<file path="src/rtl/csi2_frame_gate_ctrl.sv">
// Capture sequencer between the CSI-2 packet decoder and the RAW10 converter:
// frame-aligned start/stop, frame decimation, line/byte geometry checks.
module csi2_frame_gate_ctrl #(
  parameter int LANES  = 4,
  parameter int DW     = 32,
  parameter int LINE_W = 12,
  parameter int BYTE_W = 16,
  parameter int SKIP_W = 4
) (
  input  logic              clk,
  input  logic              rst,
  input  logic              cfg_start,
  input  logic              cfg_stop,
  input  logic              cfg_single,
  input  logic [SKIP_W-1:0] cfg_skip,
  input  logic [LINE_W-1:0] cfg_exp_lines,
  input  logic [BYTE_W-1:0] cfg_exp_bytes,
  input  logic              err_clr,
  input  logic              fv_i,
  input  logic              lv_i,
  input  logic [DW-1:0]     din,
  output logic              fv_o,
  output logic              lv_o,
  output logic [DW-1:0]     dout,
  output logic              busy_o,
  output logic              frame_done_o,
  output logic [15:0]       frame_cnt_o,
  output logic [LINE_W-1:0] line_cnt_o,
  output logic              err_lines_o,
  output logic              err_bytes_o
);

  typedef enum logic [1:0] {IDLE, ARMED, PASS, DROP} state_t;

  state_t            state_q;
  logic              fv_r_q, lv_r_q;
  logic              single_q, stop_pend_q;
  logic [SKIP_W-1:0] skip_cnt_q;
  logic [LINE_W-1:0] line_ctr_q, line_cnt_q;
  logic [BYTE_W-1:0] byte_ctr_q;
  logic              fv_o_q, lv_o_q, frame_done_q, err_lines_q, err_bytes_q;
  logic [DW-1:0]     dout_q;
  logic [15:0]       frame_cnt_q;

  logic              lv_eff, fv_rise, fv_fall, line_end;
  logic              pass_now, frame_close, bytes_bad, lines_bad;
  logic [LINE_W-1:0] line_base, line_ctr_d;
  logic [BYTE_W-1:0] byte_base, byte_ctr_d;
  logic [BYTE_W:0]   byte_sum;

  // lv outside fv is ignored everywhere, so edges are taken on the gated line valid;
  // this also closes a line when fv drops while lv is still high.
  always_comb begin
    lv_eff      = lv_i & fv_i;
    fv_rise     = fv_i & ~fv_r_q;
    fv_fall     = ~fv_i & fv_r_q;
    line_end    = lv_r_q & ~lv_eff;
    pass_now    = (state_q == PASS) ||
                  ((state_q == ARMED) && fv_rise && (skip_cnt_q == '0) && !cfg_stop);
    frame_close = (state_q == PASS) && fv_fall;

    line_base   = fv_rise ? '0 : line_ctr_q;
    line_ctr_d  = line_base;
    if (line_end && (line_base != '1))
      line_ctr_d = line_base + LINE_W'(1);

    byte_base   = (fv_rise || line_end) ? '0 : byte_ctr_q;
    byte_sum    = {1'b0, byte_base} + (BYTE_W+1)'(LANES);
    byte_ctr_d  = byte_base;
    if (lv_eff)
      byte_ctr_d = byte_sum[BYTE_W] ? '1 : byte_sum[BYTE_W-1:0];

    bytes_bad   = pass_now && line_end && (cfg_exp_bytes != '0) &&
                  (byte_ctr_q != cfg_exp_bytes);
    lines_bad   = frame_close && (cfg_exp_lines != '0) && (line_ctr_d != cfg_exp_lines);
  end

  always_ff @(posedge clk) begin
    if (rst) begin
      state_q      <= IDLE;
      fv_r_q       <= 1'b0;
      lv_r_q       <= 1'b0;
      single_q     <= 1'b0;
      stop_pend_q  <= 1'b0;
      skip_cnt_q   <= '0;
      line_ctr_q   <= '0;
      line_cnt_q   <= '0;
      byte_ctr_q   <= '0;
      fv_o_q       <= 1'b0;
      lv_o_q       <= 1'b0;
      dout_q       <= '0;
      frame_done_q <= 1'b0;
      frame_cnt_q  <= '0;
      err_lines_q  <= 1'b0;
      err_bytes_q  <= 1'b0;
    end else begin
      fv_r_q       <= fv_i;
      lv_r_q       <= lv_eff;
      frame_done_q <= frame_close;
      err_bytes_q  <= bytes_bad | (err_bytes_q & ~err_clr);
      err_lines_q  <= lines_bad | (err_lines_q & ~err_clr);

      if (pass_now) begin
        fv_o_q     <= fv_i;
        lv_o_q     <= lv_eff;
        dout_q     <= din;
        line_ctr_q <= line_ctr_d;
        byte_ctr_q <= byte_ctr_d;
      end else begin
        fv_o_q     <= 1'b0;
        lv_o_q     <= 1'b0;
      end

      if (frame_close) begin
        frame_cnt_q <= frame_cnt_q + 16'd1;
        line_cnt_q  <= line_ctr_d;
      end

      case (state_q)
        IDLE: begin
          stop_pend_q <= 1'b0;
          if (cfg_start && !cfg_stop) begin
            state_q    <= ARMED;
            single_q   <= cfg_single;
            skip_cnt_q <= '0;
          end
        end
        ARMED: begin
          if (cfg_stop) begin
            state_q <= IDLE;
          end else if (fv_rise) begin
            if (skip_cnt_q == '0) begin
              state_q    <= PASS;
              skip_cnt_q <= cfg_skip;
            end else begin
              state_q    <= DROP;
              skip_cnt_q <= skip_cnt_q - SKIP_W'(1);
            end
          end
        end
        PASS: begin
          if (cfg_stop) stop_pend_q <= 1'b1;
          if (fv_fall) begin
            if (stop_pend_q || cfg_stop || single_q) begin
              state_q     <= IDLE;
              stop_pend_q <= 1'b0;
            end else begin
              state_q <= ARMED;
            end
          end
        end
        DROP: begin
          if (cfg_stop) stop_pend_q <= 1'b1;
          if (fv_fall) begin
            if (stop_pend_q || cfg_stop) begin
              state_q     <= IDLE;
              stop_pend_q <= 1'b0;
            end else begin
              state_q <= ARMED;
            end
          end
        end
        default: state_q <= IDLE;
      endcase
    end
  end

  assign fv_o         = fv_o_q;
  assign lv_o         = lv_o_q;
  assign dout         = dout_q;
  assign busy_o       = (state_q != IDLE);
  assign frame_done_o = frame_done_q;
  assign frame_cnt_o  = frame_cnt_q;
  assign line_cnt_o   = line_cnt_q;
  assign err_lines_o  = err_lines_q;
  assign err_bytes_o  = err_bytes_q;

endmodule

</file>
<file path="config.mk">
export PLATFORM = sky130hd
export DESIGN_NAME = csi2_frame_gate_ctrl
export DESIGN_NICKNAME = d
export VERILOG_FILES = /design/src/rtl/csi2_frame_gate_ctrl.sv
export SDC_FILE = /design/constraint.sdc
export NUM_CORES = 1
export LEC_CHECK = 0
export BUFFER_PORTS_ARGS = -buffer_cell sky130_fd_sc_hd__buf_2
export CAP_MARGIN = 20
export CORE_MARGIN = 3
export CORE_UTILIZATION = 30
export CTS_CLUSTER_SIZE = 12
export DETAILED_ROUTE_END_ITERATION = 10
export GPL_TIMING_DRIVEN = 0
export SYNTH_ARGS = -nofsm -noshare
export SYNTH_HDL_FRONTEND = slang
export SYNTH_SLANG_ARGS = --single-unit
export TNS_END_PERCENT = 20
</file>
<file path="constraint.sdc">
create_clock -name clk -period 3.4 [get_ports clk]
set_input_delay 0.34 -clock clk [delete_from_list [all_inputs] [get_ports clk]]
set_output_delay 0.34 -clock clk [all_outputs]
set_load 0.005 [all_outputs]
</file>
Word-level counts from Yosys, hierarchy flattened
Cells that the tools add are included.
{"block": "word_totals", "mem_bits_rw": 0, "reg_bits": 103, "memories": 0, "romBits": 0, "inputBits": 72, "latch_bits": 0}
{"block": "classes", "div": 0, "n_eq_ne": 12, "magnitude_cmp": 0, "n_addsub": 4, "bitwise_logic": 13, "n_mul": 0, "n_reduce_logical": 27, "mux": 25, "shift": 0}
{"op": "16-bit two-way mux", "count": 3}
{"op": "12-bit two-way mux", "count": 2}
{"op": "16-bit by 3-bit adder with 17-bit output (second input constant)", "count": 1}
{"op": "16-bit by 1-bit adder with 16-bit output (second input constant)", "count": 1}
{"op": "4-bit two-way mux", "count": 4}
{"op": "16-bit inequality test", "count": 1}
{"op": "16-bit nonzero test", "count": 1}
{"op": "12-bit by 1-bit adder with 12-bit output (second input constant)", "count": 1}
{"op": "12-bit inequality test", "count": 1}
{"op": "12-bit inequality test (second input constant)", "count": 1}
{"op": "12-bit nonzero test", "count": 1}
{"op": "1-bit logical AND", "count": 11}
{"op": "2-bit two-way mux", "count": 5}
{"op": "2-bit inequality test (second input constant)", "count": 5}
{"op": "1-bit two-way mux", "count": 8}
{"op": "2-bit one-hot mux with 4 select lines", "count": 1}
{"op": "4-bit one-hot mux with 2 select lines", "count": 1}
{"op": "4-bit AND reduction", "count": 2}
{"op": "1-bit bitwise AND", "count": 6}
{"op": "1-bit inverter", "count": 5}
{"op": "2-bit equality test (second input constant)", "count": 2}
{"op": "4-bit zero test", "count": 1}
{"op": "1-bit logical OR", "count": 4}
{"op": "2-bit nonzero test", "count": 2}
{"op": "10 further kinds", "count": 11}

Depth between registers and ports, before layout
{"block": "depth", "depth_word": 10, "depth_mapped": 15, "mapped_depth_nobuf": 11}

Worst setup path before layout
OpenSTA, ideal clock, no wires.
{"block": "synth_timing", "path_type": "flip-flop to flip-flop", "from": "reg fv_r_q", "to": "reg err_lines_q (netlist: err_lines_o)", "t_arrival_ns": 2.975, "n_path_buf": 3, "path_stages_with_launch": 15, "setup_slack_ns": 0.344, "period_less_slack_ns": 3.056, "t_required_ns": 3.319, "setup_ns": 0.081, "path_cell_list": "dfxtp_1 -> nand2b_1 -> buf_2 -> buf_2 -> nand2_1 -> inv_1 -> ha_1 -> and4_1 -> and4_4 -> buf_6 -> a21o_4 -> a2111oi_4 -> a2111oi_1 -> or4_1 -> a41oi_1"}
{"block": "synth_via", "elab_chain_cells": 9, "elab_cells_between_ends": 13, "classes_between": "1 x add/sub; 2 x eq/ne; 2 x mux; 4 x bitwise; 4 x reduce/logical"}
{"element": "start: declaration", "line": "36", "text": "logic fv_r_q, lv_r_q;"}
{"element": "start signal: assignment", "line": "97", "text": "fv_r_q <= fv_i;"}
{"element": "branches (longest 7 deep; another with 12-bit by 1-bit adder with 12-bit output)"}
{"element": "1-bit logical AND (*)", "line": "75", "text": "lines_bad = frame_close && (cfg_exp_lines != '0) && (line_ctr_d != cfg_exp_lines);"}
{"element": "1-bit OR (*)", "line": "101", "text": "err_lines_q <= lines_bad | (err_lines_q & ~err_clr);"}
{"element": "end signal: assignment", "line": "101"}
{"element": "end: declaration", "line": "41", "text": "logic fv_o_q, lv_o_q, frame_done_q, err_lines_q, err_bytes_q;"}
Mark *: on every way between the ends.
A chain may end at the register's enable or synchronous reset.

Worst setup path in the final report
Same ends and word-level chain as after synthesis.

==> summary.txt <==
Timing
  • Fin crit period: 3210 ps
  • Fin crit share: 94.3%
  • Fmax: 0.312 GHz
  • Fin. Hold Viols: 0
  • RSZ-0062 raised after global routing: no
  • Slew headroom: 45.3%
  • Fin Hold WS: 205 ps
  • Fin. max-slew vios: 0
  • Final Skew: 15.7 ps
  • Slew @ Worst Pin: 813 ps
  • Worst Setup Slack, final: 194 ps
  • Setup-failing EPs final: 0

Logic synthesis
  • Top cell type's share of synthesized area: 39.1%
  • Synthesized area per cell: 7.65 µm²
  • Yosys Warn Count: 0
  • Net count after synthesis: 766
  • Cell accounting for the most synthesized area: dfxtp_1
  • Ranking of synthesized cells by area: dfxtp_1, nand2_1, a21oi_1
  • Most frequent cell after synthesis: nand2_1
  • EDFF count, synth: 0
  • Syn Inst Count: 690
  • Yosys reg bits: 103
  • Cell Area, Synth: 5280 µm²
  • Ys async rst share: 0%
  • Register area share after synthesis: 39.1%
  • Most frequent cells after synthesis: nand2_1, dfxtp_1, a21oi_1, nor2_1, clkbuf_1
  • Main synth FF type: dfxtp_1
  • Synth cell types: 58

Clocking
  • CTS buffer count: 9
  • TritonCTS Sinks: 103
  • Clk root buf: clkbuf_16
  • Clk slew on worst S/H paths: 80 ps
  • Skew-Pair Late Insertion Delay: 360 ps
  • H-tree levels: 3
  • Hold_buf cts: 0
  • TritonCTS clock tree: done
  • Clock Path Buffers: 2

Setup path
  • Worst setup EP type: register
  • CP delay by family, top: simple AND/OR/NAND/NOR gates
  • Max incr delay on CP: 570 ps
  • WP data required: 3670 ps
  • R2r endpoint: err_lines_o$_SDFF_PP0_
  • Reg2reg path depth: 16
  • CP cell instances: nand2b_1, buf_6, buf_8, nand2_2, inv_1, ha_2, and4_4, and4_4, buf_6, a21oi_2, clkbuf_4, buf_4, nand4b_1, o31ai_1, or4_1, a41oi_2
  • R2R setup slack: 190 ps
  • Buffers plus inverters on the worst setup path: 6
  • Worst Setup Start Kind: register
  • Critical path type: reg2reg
  • Crit-path max FO: 10
  • Critical Path AT: 3480 ps
  • Crit path max-delay cell type: or4_1
  • Reg-to-Reg Start: fv_r_q$_SDFF_PP0_

Hold path
  • Hold endpoint: dout[6]$_SDFFE_PP0N_
  • Hold Crit Depth: 3
  • Hold wc startpoint: din[6]
  • Worst hold path type: in2reg

GRT
  • Largest net degree at the start of global routing: 21
  • Vias in the first global route: 5335
  • Total grt overflow: 0
  • Initial antenna violation count: 0
  • GRT Util Overall: 17.5%
  • First-pass GRT wire length: 27700 µm

Die
  • Initial Util: 31.3%
  • Die Ht: 139 µm
  • Core Area: 16900 µm²
  • Die W: 139 µm
  • Die area: 19200 µm²
  • Row cnt: 47
  • I/O pins: 138

Place
  • Global placement routability congestion: 0.941
  • Dpl cells: 1047
  • Post-DP HPWL: 12400 µm
  • I/O Buffers: 137
  • Pre-CTS WS: -539 ps

Route
  • Vias: 5526
  • Antenna Nets Post-Route: 0
  • DRC Markers: 0
  • Avg WL per Cell: 15.8 µm
  • Drt total wl: 16900 µm
  • Starting DRC count in detailed routing: 322
  • Drt first pass iters: 5
  • Avg Vias per Cell: 5.17

Run status
  • Status: complete, no violations

Pwr
  • Leakage Power: 0.00259 µW
  • Peak supply drop: 0.262 mV
  • Total power: 3280 µW
  • PwrDens: 494 nW/µm²

Final layout
  • Proportion of layout cells with a drive suffix above 1: 22.3%
  • P&R area growth vs syn: 25.8%
  • Final Util: 39.3%
  • Non-Filler Instances: 1069
  • Layout net count: 919

Run
  • Max Cap Viol: 0
==> where the power goes <==
| group | switching [µW] | leakage (µW) | internal [µW] | total [µW] |
|---|---|---|---|---|
| registers | 65.9 | 0.000834 | 1320 | 1380 |
| clock network | 530 | 0.000139 | 520 | 1050 |
| logic | 562 | 0.00162 | 286 | 847 |
| total | 1160 | 0.00259 | 2120 | 3280 |
==> cell usage in the layout, fill, tap and decap left out, types with 18 or more instances in the layout <==
master and instances:
a21oi_1 81, buf_2 140, clkbuf_1 33, dfxtp_1 102, inv_1 21, nand2_1 135, nand3_1 18, nor2_1 44
o21ai_0 28, xor2_1 27
==> cells by family (layout without fill, tap and decap cells) <==
logic type	Yosys count	count (layout)	synth area share, %
flip-flops	103	103	39.1
multiplexers	2	2	0.380
adder cells (fa/ha/maj)	4	4	0.949
AO/OA/AOI/OAI	179	179	21.0
AND/OR/NAND/NOR	296	296	26.4
buffers and inverters	62	220	4.81
XOR/XNOR	44	44	7.31
other	0	1	0
==> stage by stage <==
stage          TNS [ps]  area (µm²)
3_5_place_dp       -544        6240
5_1_grt               0        6630
4_1_cts               0        6590
2_1_floorplan         0        5280
6_report              0        6640
3_3_place_gp       -598        6240
==> per-layer routing <==
layer	track usage, %	vias to the layer above	part of all wire, %
li1	-	2744	-
met1	22.7	2550	46
met2	28.2	203	45
met3	4.97	29	7.6
met4	6.03	0	2.1
met5	0	-	0
==> registers in the layout (all words and copies together), names as in the netlist <==
name / count
lv_o: 1
stop_pend_q: 1
frame_done_o: 1
dout: 32
byte_ctr_q: 16
skip_cnt_q: 4
line_ctr_q: 12
frame_cnt_o: 16
single_q: 1
lv_r_q: 1
state_q: 2
err_lines_o: 1
line_cnt_o: 12
fv_r_q: 1
err_bytes_o: 1
fv_o: 1
==> what timing repair did <==
item                                    CTS  global route
cloned                                    0             0
gates resized for setup                  12             9
setup buffers                             3             2
endpoints found under the setup margin    1             5
pin swaps                                 2             3
==> worst register-to-register path: stages, from the launching register on <==
cell and delay [ps]:
dfxtp_4 360, nand2b_1 110, buf_6 130, buf_8 140
nand2_2 100, inv_1 80, ha_2 200, and4_4 260
and4_4 230, buf_6 130, a21oi_2 80, clkbuf_4 160
buf_4 150, nand4b_1 80, o31ai_1 70, or4_1 570
a41oi_2 280
==> worst max path at each step <==
stage,endpoint,slack [ps],startpoint,cells past startpoint
global placement,err_lines_o$_SDFF_PP0_,-590,fv_i,15
finish,err_lines_o$_SDFF_PP0_,190,fv_r_q$_SDFF_PP0_,16
global route,err_lines_o$_SDFF_PP0_,40,fv_r_q$_SDFF_PP0_,16
detailed placement,err_lines_o$_SDFF_PP0_,-540,fv_i,15
floorplan,err_lines_o$_SDFF_PP0_,340,fv_r_q$_SDFF_PP0_,14
CTS,err_lines_o$_SDFF_PP0_,40,fv_r_q$_SDFF_PP0_,15
==> cell type report <==
| class | instances | area, µm² |
|---|---|---|
| Timing Repair Buffer | 142 | 723 |
| Tap cell | 220 | 275 |
| Clock buffer | 9 | 225 |
| Buffer | 41 | 195 |
| Fill cell | 1765 | 10200 |
| Multi-Input combinational cell | 525 | 3000 |
| Inverter | 21 | 78.8 |
| Antenna cell | 1 | 2.50 |
| Sequential cell | 103 | 2070 |
| Clock inverter | 7 | 71.3 |
Power figures use the tool's default switching activity.
